$ cat src/rtl/io_pkg.sv
// Shared constants and FSM encoding for the IO port arbiter.
package io_pkg;

    localparam int unsigned ADDR_W   = 8;
    localparam int unsigned DATA_W   = 8;
    localparam logic [7:0]  IO_LIMIT = 8'h07;

    typedef enum logic [1:0] {
        StIdle,
        StSetup,
        StStrobe,
        StDone
    } io_state_e;

endpackage

$ cat src/rtl/rr_arb2.sv
// Two-way round-robin arbiter: a lone requester wins, a tie goes to the one not served last.
module rr_arb2 (
    input  logic [1:0] req,
    input  logic       last_grant,
    input  logic       en,
    output logic       grant,
    output logic       any
);

    always_comb begin
        any   = en & (|req);
        grant = 1'b0;
        case (req)
            2'b01:   grant = 1'b0;
            2'b10:   grant = 1'b1;
            2'b11:   grant = ~last_grant;
            default: grant = 1'b0;
        endcase
    end

endmodule

$ cat src/rtl/io_port_arbiter.sv
// Shares the 8-port memory-mapped IO block between the CPU (req0) and the debug port (req1),
// turning each accepted request into one timed setup + strobe access.
module io_port_arbiter #(
    parameter int unsigned          ADDR_W   = io_pkg::ADDR_W,
    parameter int unsigned          DATA_W   = io_pkg::DATA_W,
    parameter int unsigned          HOLD_CYC = 2,
    parameter logic [ADDR_W-1:0]    IO_LIMIT = ADDR_W'(io_pkg::IO_LIMIT)
) (
    input  logic              clk,
    input  logic              rst,
    input  logic              req0_valid,
    input  logic              req0_we,
    input  logic [ADDR_W-1:0] req0_addr,
    input  logic [DATA_W-1:0] req0_wdata,
    output logic              req0_ready,
    input  logic              req1_valid,
    input  logic              req1_we,
    input  logic [ADDR_W-1:0] req1_addr,
    input  logic [DATA_W-1:0] req1_wdata,
    output logic              req1_ready,
    output logic [DATA_W-1:0] rdata,
    output logic              err,
    output logic [ADDR_W-1:0] io_addr,
    output logic              io_re,
    output logic              io_we,
    output logic [DATA_W-1:0] io_din,
    input  logic [DATA_W-1:0] io_dout,
    output logic              busy
);

    import io_pkg::*;

    localparam int unsigned CntW = (HOLD_CYC > 1) ? $clog2(HOLD_CYC) : 1;

    io_state_e         state_q, state_d;
    logic [CntW-1:0]   cnt_q, cnt_d;
    logic              grant_q;
    logic              last_grant_q;
    logic              we_q;
    logic [ADDR_W-1:0] addr_q;
    logic [DATA_W-1:0] wdata_q;
    logic [DATA_W-1:0] rdata_q;

    logic arb_grant;
    logic arb_any;
    logic addr_bad;
    logic hold_done;

    assign addr_bad  = addr_q > IO_LIMIT;
    assign hold_done = cnt_q == CntW'(HOLD_CYC - 1);

    rr_arb2 u_arb (
        .req        ({req1_valid, req0_valid}),
        .last_grant (last_grant_q),
        .en         (state_q == StIdle),
        .grant      (arb_grant),
        .any        (arb_any)
    );

    always_comb begin
        state_d = state_q;
        cnt_d   = cnt_q;
        unique case (state_q)
            StIdle: begin
                if (arb_any) state_d = StSetup;
            end
            StSetup: begin
                cnt_d   = '0;
                // Out-of-range addresses skip the strobe and report err on completion.
                state_d = addr_bad ? StDone : StStrobe;
            end
            StStrobe: begin
                if (hold_done) state_d = StDone;
                else           cnt_d   = cnt_q + 1'b1;
            end
            StDone: begin
                state_d = StIdle;
            end
            default: state_d = StIdle;
        endcase
    end

    always_ff @(posedge clk) begin
        if (rst) begin
            state_q <= StIdle;
            cnt_q   <= '0;
        end else begin
            state_q <= state_d;
            cnt_q   <= cnt_d;
        end
    end

    always_ff @(posedge clk) begin
        if (rst) begin
            grant_q      <= 1'b0;
            last_grant_q <= 1'b1;
            we_q         <= 1'b0;
            addr_q       <= '0;
            wdata_q      <= '0;
            rdata_q      <= '0;
        end else begin
            if (state_q == StIdle && arb_any) begin
                grant_q <= arb_grant;
                we_q    <= arb_grant ? req1_we    : req0_we;
                addr_q  <= arb_grant ? req1_addr  : req0_addr;
                wdata_q <= arb_grant ? req1_wdata : req0_wdata;
            end
            if (state_q == StStrobe && hold_done && !we_q) rdata_q <= io_dout;
            if (state_q == StDone) last_grant_q <= grant_q;
        end
    end

    assign busy       = state_q != StIdle;
    assign io_addr    = addr_q;
    assign io_din     = wdata_q;
    assign io_re      = (state_q == StStrobe) & ~we_q;
    assign io_we      = (state_q == StStrobe) & we_q;
    assign req0_ready = (state_q == StDone) & ~grant_q;
    assign req1_ready = (state_q == StDone) & grant_q;
    assign err        = (state_q == StDone) & addr_bad;
    assign rdata      = rdata_q;

endmodule

$ cat config.mk
export PLATFORM = sky130hd
export DESIGN_NAME = io_port_arbiter
export DESIGN_NICKNAME = d
export VERILOG_FILES = /design/src/rtl/io_pkg.sv /design/src/rtl/rr_arb2.sv /design/src/rtl/io_port_arbiter.sv
export SDC_FILE = /design/constraint.sdc
export NUM_CORES = 1
export LEC_CHECK = 0
export BUFFER_PORTS_ARGS = -buffer_cell sky130_fd_sc_hd__buf_2
export CELL_PAD_IN_SITES_DETAIL_PLACEMENT = 1
export CELL_PAD_IN_SITES_GLOBAL_PLACEMENT = 2
export CORE_UTILIZATION = 24
export DETAILED_ROUTE_END_ITERATION = 12
export GPL_TIMING_DRIVEN = 0
export PLACE_DENSITY = 0.79
export SKIP_CTS_REPAIR_TIMING = 1
export SYNTH_ARGS = -nofsm -noshare
export SYNTH_HDL_FRONTEND = slang
export SYNTH_SLANG_ARGS = --single-unit
$ cat constraint.sdc
create_clock -name clk -period 1.7 [get_ports clk]
set_clock_uncertainty 0.05 [all_clocks]
set_input_delay 0.34 -clock clk [delete_from_list [all_inputs] [get_ports clk]]
set_output_delay 0.34 -clock clk [all_outputs]
set_load 0.1 [all_outputs]
==> flow_summary_export.csv <==
group,metric,value,unit
run_status,outcome,"complete, but fails checks",
run_status,violations,"negative setup slack",
grt,grt-ovfl-total,0,
logic_synthesis,syn-num-nets,219,
sta,rsz0062_at_grt,"true",
grt,grt_pass1_vias,1486,
min_path,hold_start,"io_dout[5]",
setup_path,cp_top_family,"simple AND/OR/NAND/NOR gates",
route,first_pass_iters,4,
clock_network,path_clk_slew,0.06,ns
setup_path,worstSetupPathType,"reg -> out",
clock_network,cts_root_buf,"clkbuf_8",
setup_path,path_buf_inv,1,
min_path,hold_path_class,"in -> reg",
placed_design,placedCellCount,316,
floorplanning,ios,76,
route,routedWlPerCell,13.5,µm
floorplanning,floorplan.initialDensity,0.254,
route,ant_nets,0,
power_and_ir_drop,pwr_density_cell,1910,nW/µm²
clock_network,clk_latency,0.28,ns
floorplanning,die_area,6280,µm²
final_layout,num-fill-cells,694,
route,drt-initial-drc-count,44,
placed_design,portBuffers,75,
sta,hold_viol_final,0,
sta,worstMarginPinSlew,0.706,ns
sta,finalSetupTns,-0.193,ns
route,routed-via-count,1444,
grt,grt_pass1_wl,6980,µm
setup_path,reg2reg_from,"state_q[1]",
setup_path,slowest_delay,0.56,ns
power_and_ir_drop,p_total,4.09,mW
power_and_ir_drop,p_leak,0.950,nW
setup_path,worst-path-max-fanout,3,
clock_network,cts-htree-levels,2,
logic_synthesis,ys_warn_count,0,
placed_design,dp_hpwl,3220,µm
sta,slew_headroom,0.529,
final_layout,layout.nets,302,
setup_path,cpMostUsedCell,"nor2_4",
setup_path,r2r_cells,7,
placed_design,gp_congestion,0.728,
final_layout,final_common_cell,"buf_2",
min_path,worstHoldEndpoint,"rdata[5]",
route,routed_via_density,4.46,
sta,final.min_clock_period,1.89,ns
final_layout,layout_common_cells,"buf_2, nand2_1, dfxtp_1",
logic_synthesis,syn_area,1430,µm²
final_layout,diodes,0,
final_layout,finalNonFillerCells,324,
grt,grt_usage,0.146,
sta,setup_viol,1,
power_and_ir_drop,ir_worst_vdd,0.833,mV
clock_network,cts.sink_count,30,
floorplanning,rows,27,
final_layout,area_growth,49.1,%
logic_synthesis,ys_seq_area_frac,0.419,
setup_path,worstPathArrival,1.50,ns
sta,fin_ws,-0.193,ns
grt,grt_max_degree,11,
setup_path,path_cells,"or4_4, nor2_4, nor2_4, buf_12",
sta,finalCritPeriodShare,1.11,
logic_synthesis,ys_seq_elements,30,
min_path,holdPathStages,3,
setup_path,required,1.31,ns
clock_network,numCtsBuffers,5,
logic_synthesis,netlist_instances,169,
setup_path,slowest_stage,"or4_4",
floorplanning,die_h,79.3,µm
logic_synthesis,synth.distinct_cells,23,
clock_network,clk_path_buf_depth,2,
sta,drv_slew,0,
logic_synthesis,syn_area_per_cell,8.48,µm²
route,drc,0,
floorplanning,fp.dieW,79.3,µm
setup_path,crit_path_start_kind,"flip-flop",
route,wirelength,4360,µm
floorplanning,core,5640,µm²
grt,antenna_found_initial,0,
final_layout,drive_gt1_frac,0.480,
setup_path,end_kind,"output port",
setup_path,r2r_slack,0.19,ns
clock_network,cts_tree,"built",
setup_path,r2r_end,"io_addr[4]",
sta,timing.fmax,0.528,GHz
run,max_cap_viol_count,0,
Yosys cell counts, drive strengths merged:
| cell type | number | share of area |
|---|---|---|
| nand2 | 46 | 0.12 |
| dfxtp | 30 | 0.42 |
| nor2 | 25 | 0.071 |
| a311oi | 17 | 0.16 |
| a21oi | 10 | 0.035 |
| buf | 8 | 0.045 |
| nand3 | 8 | 0.028 |
| ha | 4 | 0.035 |
| inv | 4 | 0.010 |
| and2 | 3 | 0.013 |
| clkbuf | 3 | 0.0079 |
| o21ai | 3 | 0.010 |
| a31oi | 2 | 0.0087 |
| mux2i | 2 | 0.014 |
| nor2b | 2 | 0.0087 |
| a211o | 1 | 0.0061 |
| or4 | 1 | 0.0052 |
per-layer routing:
| layer | global-route usage | wire length [µm] | vias to the layer above | share of wire |
|---|---|---|---|---|
| li1 | - | - | 743 | - |
| met1 | 0.167 | 1830 | 659 | 0.42 |
| met2 | 0.254 | 2220 | 36 | 0.51 |
| met3 | 0.0460 | 240 | 6 | 0.055 |
| met4 | 0.0545 | 68 | 0 | 0.016 |
| met5 | 0 | 0 | - | 0 |
cell type report:
class,instances,area [µm²],share of cell area
multi-input cells,124,792,0.371
flip-flops and latches,30,612,0.286
clock buffers,7,76.3,0.0357
well taps,72,90.1,0.0422
inverters,4,20.0,0.00937
plain buffers,11,81.3,0.0381
repair buffers,76,464,0.217
tightest hold or removal path, stage by stage:
cell and delay (ns):
buf_2 0.10, nand3_1 0.05, a21oi_1 0.05
logic make-up (layout without fill, tap and decap cells):
| family | after synthesis | in the layout | synth area share |
|---|---|---|---|
| compound gates | 33 | 33 | 0.221 |
| buf+inv | 15 | 98 | 0.0629 |
| simple gates | 85 | 85 | 0.248 |
| fa+ha+maj | 4 | 4 | 0.0349 |
| flops | 30 | 30 | 0.419 |
| mux | 2 | 2 | 0.0140 |
where the power goes:
group	internal (mW)	switching (mW)	leakage (nW)
Sequential	0.906	0.133	0.249
Combinational	0.636	1.88	0.663
Clock	0.281	0.256	0.0383
Total	1.82	2.26	0.950
sequential cells by signal (all words and copies together), names as in the netlist:
name,count
rdata,8
we_q,1
state_q,2
io_din,8
io_addr,8
last_grant_q,1
cnt_q,1
grant_q,1
worst max-delay path by stage:
stage	from	end	slack [ns]	cells past startpoint
after global routing	io_addr[4]	err	-0.24	4
after global placement	io_addr[4]	err	-0.12	4
after detailed placement	io_addr[4]	err	-0.13	4
after CTS	io_addr[4]	err	-0.44	4
after floorplan	io_addr[4]	err	-0.10	3
final	io_addr[4]	err	-0.19	4
through the flow:
| stage | hold WS [ns] | instance area [µm²] | setup slack (ns) | util |
|---|---|---|---|---|
| after detailed placement | 0.397 | 1930 | -0.127 | 0.341 |
| after global placement | 0.389 | 1930 | -0.118 | 0.341 |
| after floorplan | 0.386 | 1460 | -0.104 | - |
| after CTS | 0.255 | 2000 | -0.436 | 0.355 |
| final | 0.260 | 2140 | -0.193 | 0.379 |
| after global routing | 0.256 | 2140 | -0.244 | 0.379 |
No activity file was read; power rests on OpenSTA's default activity.
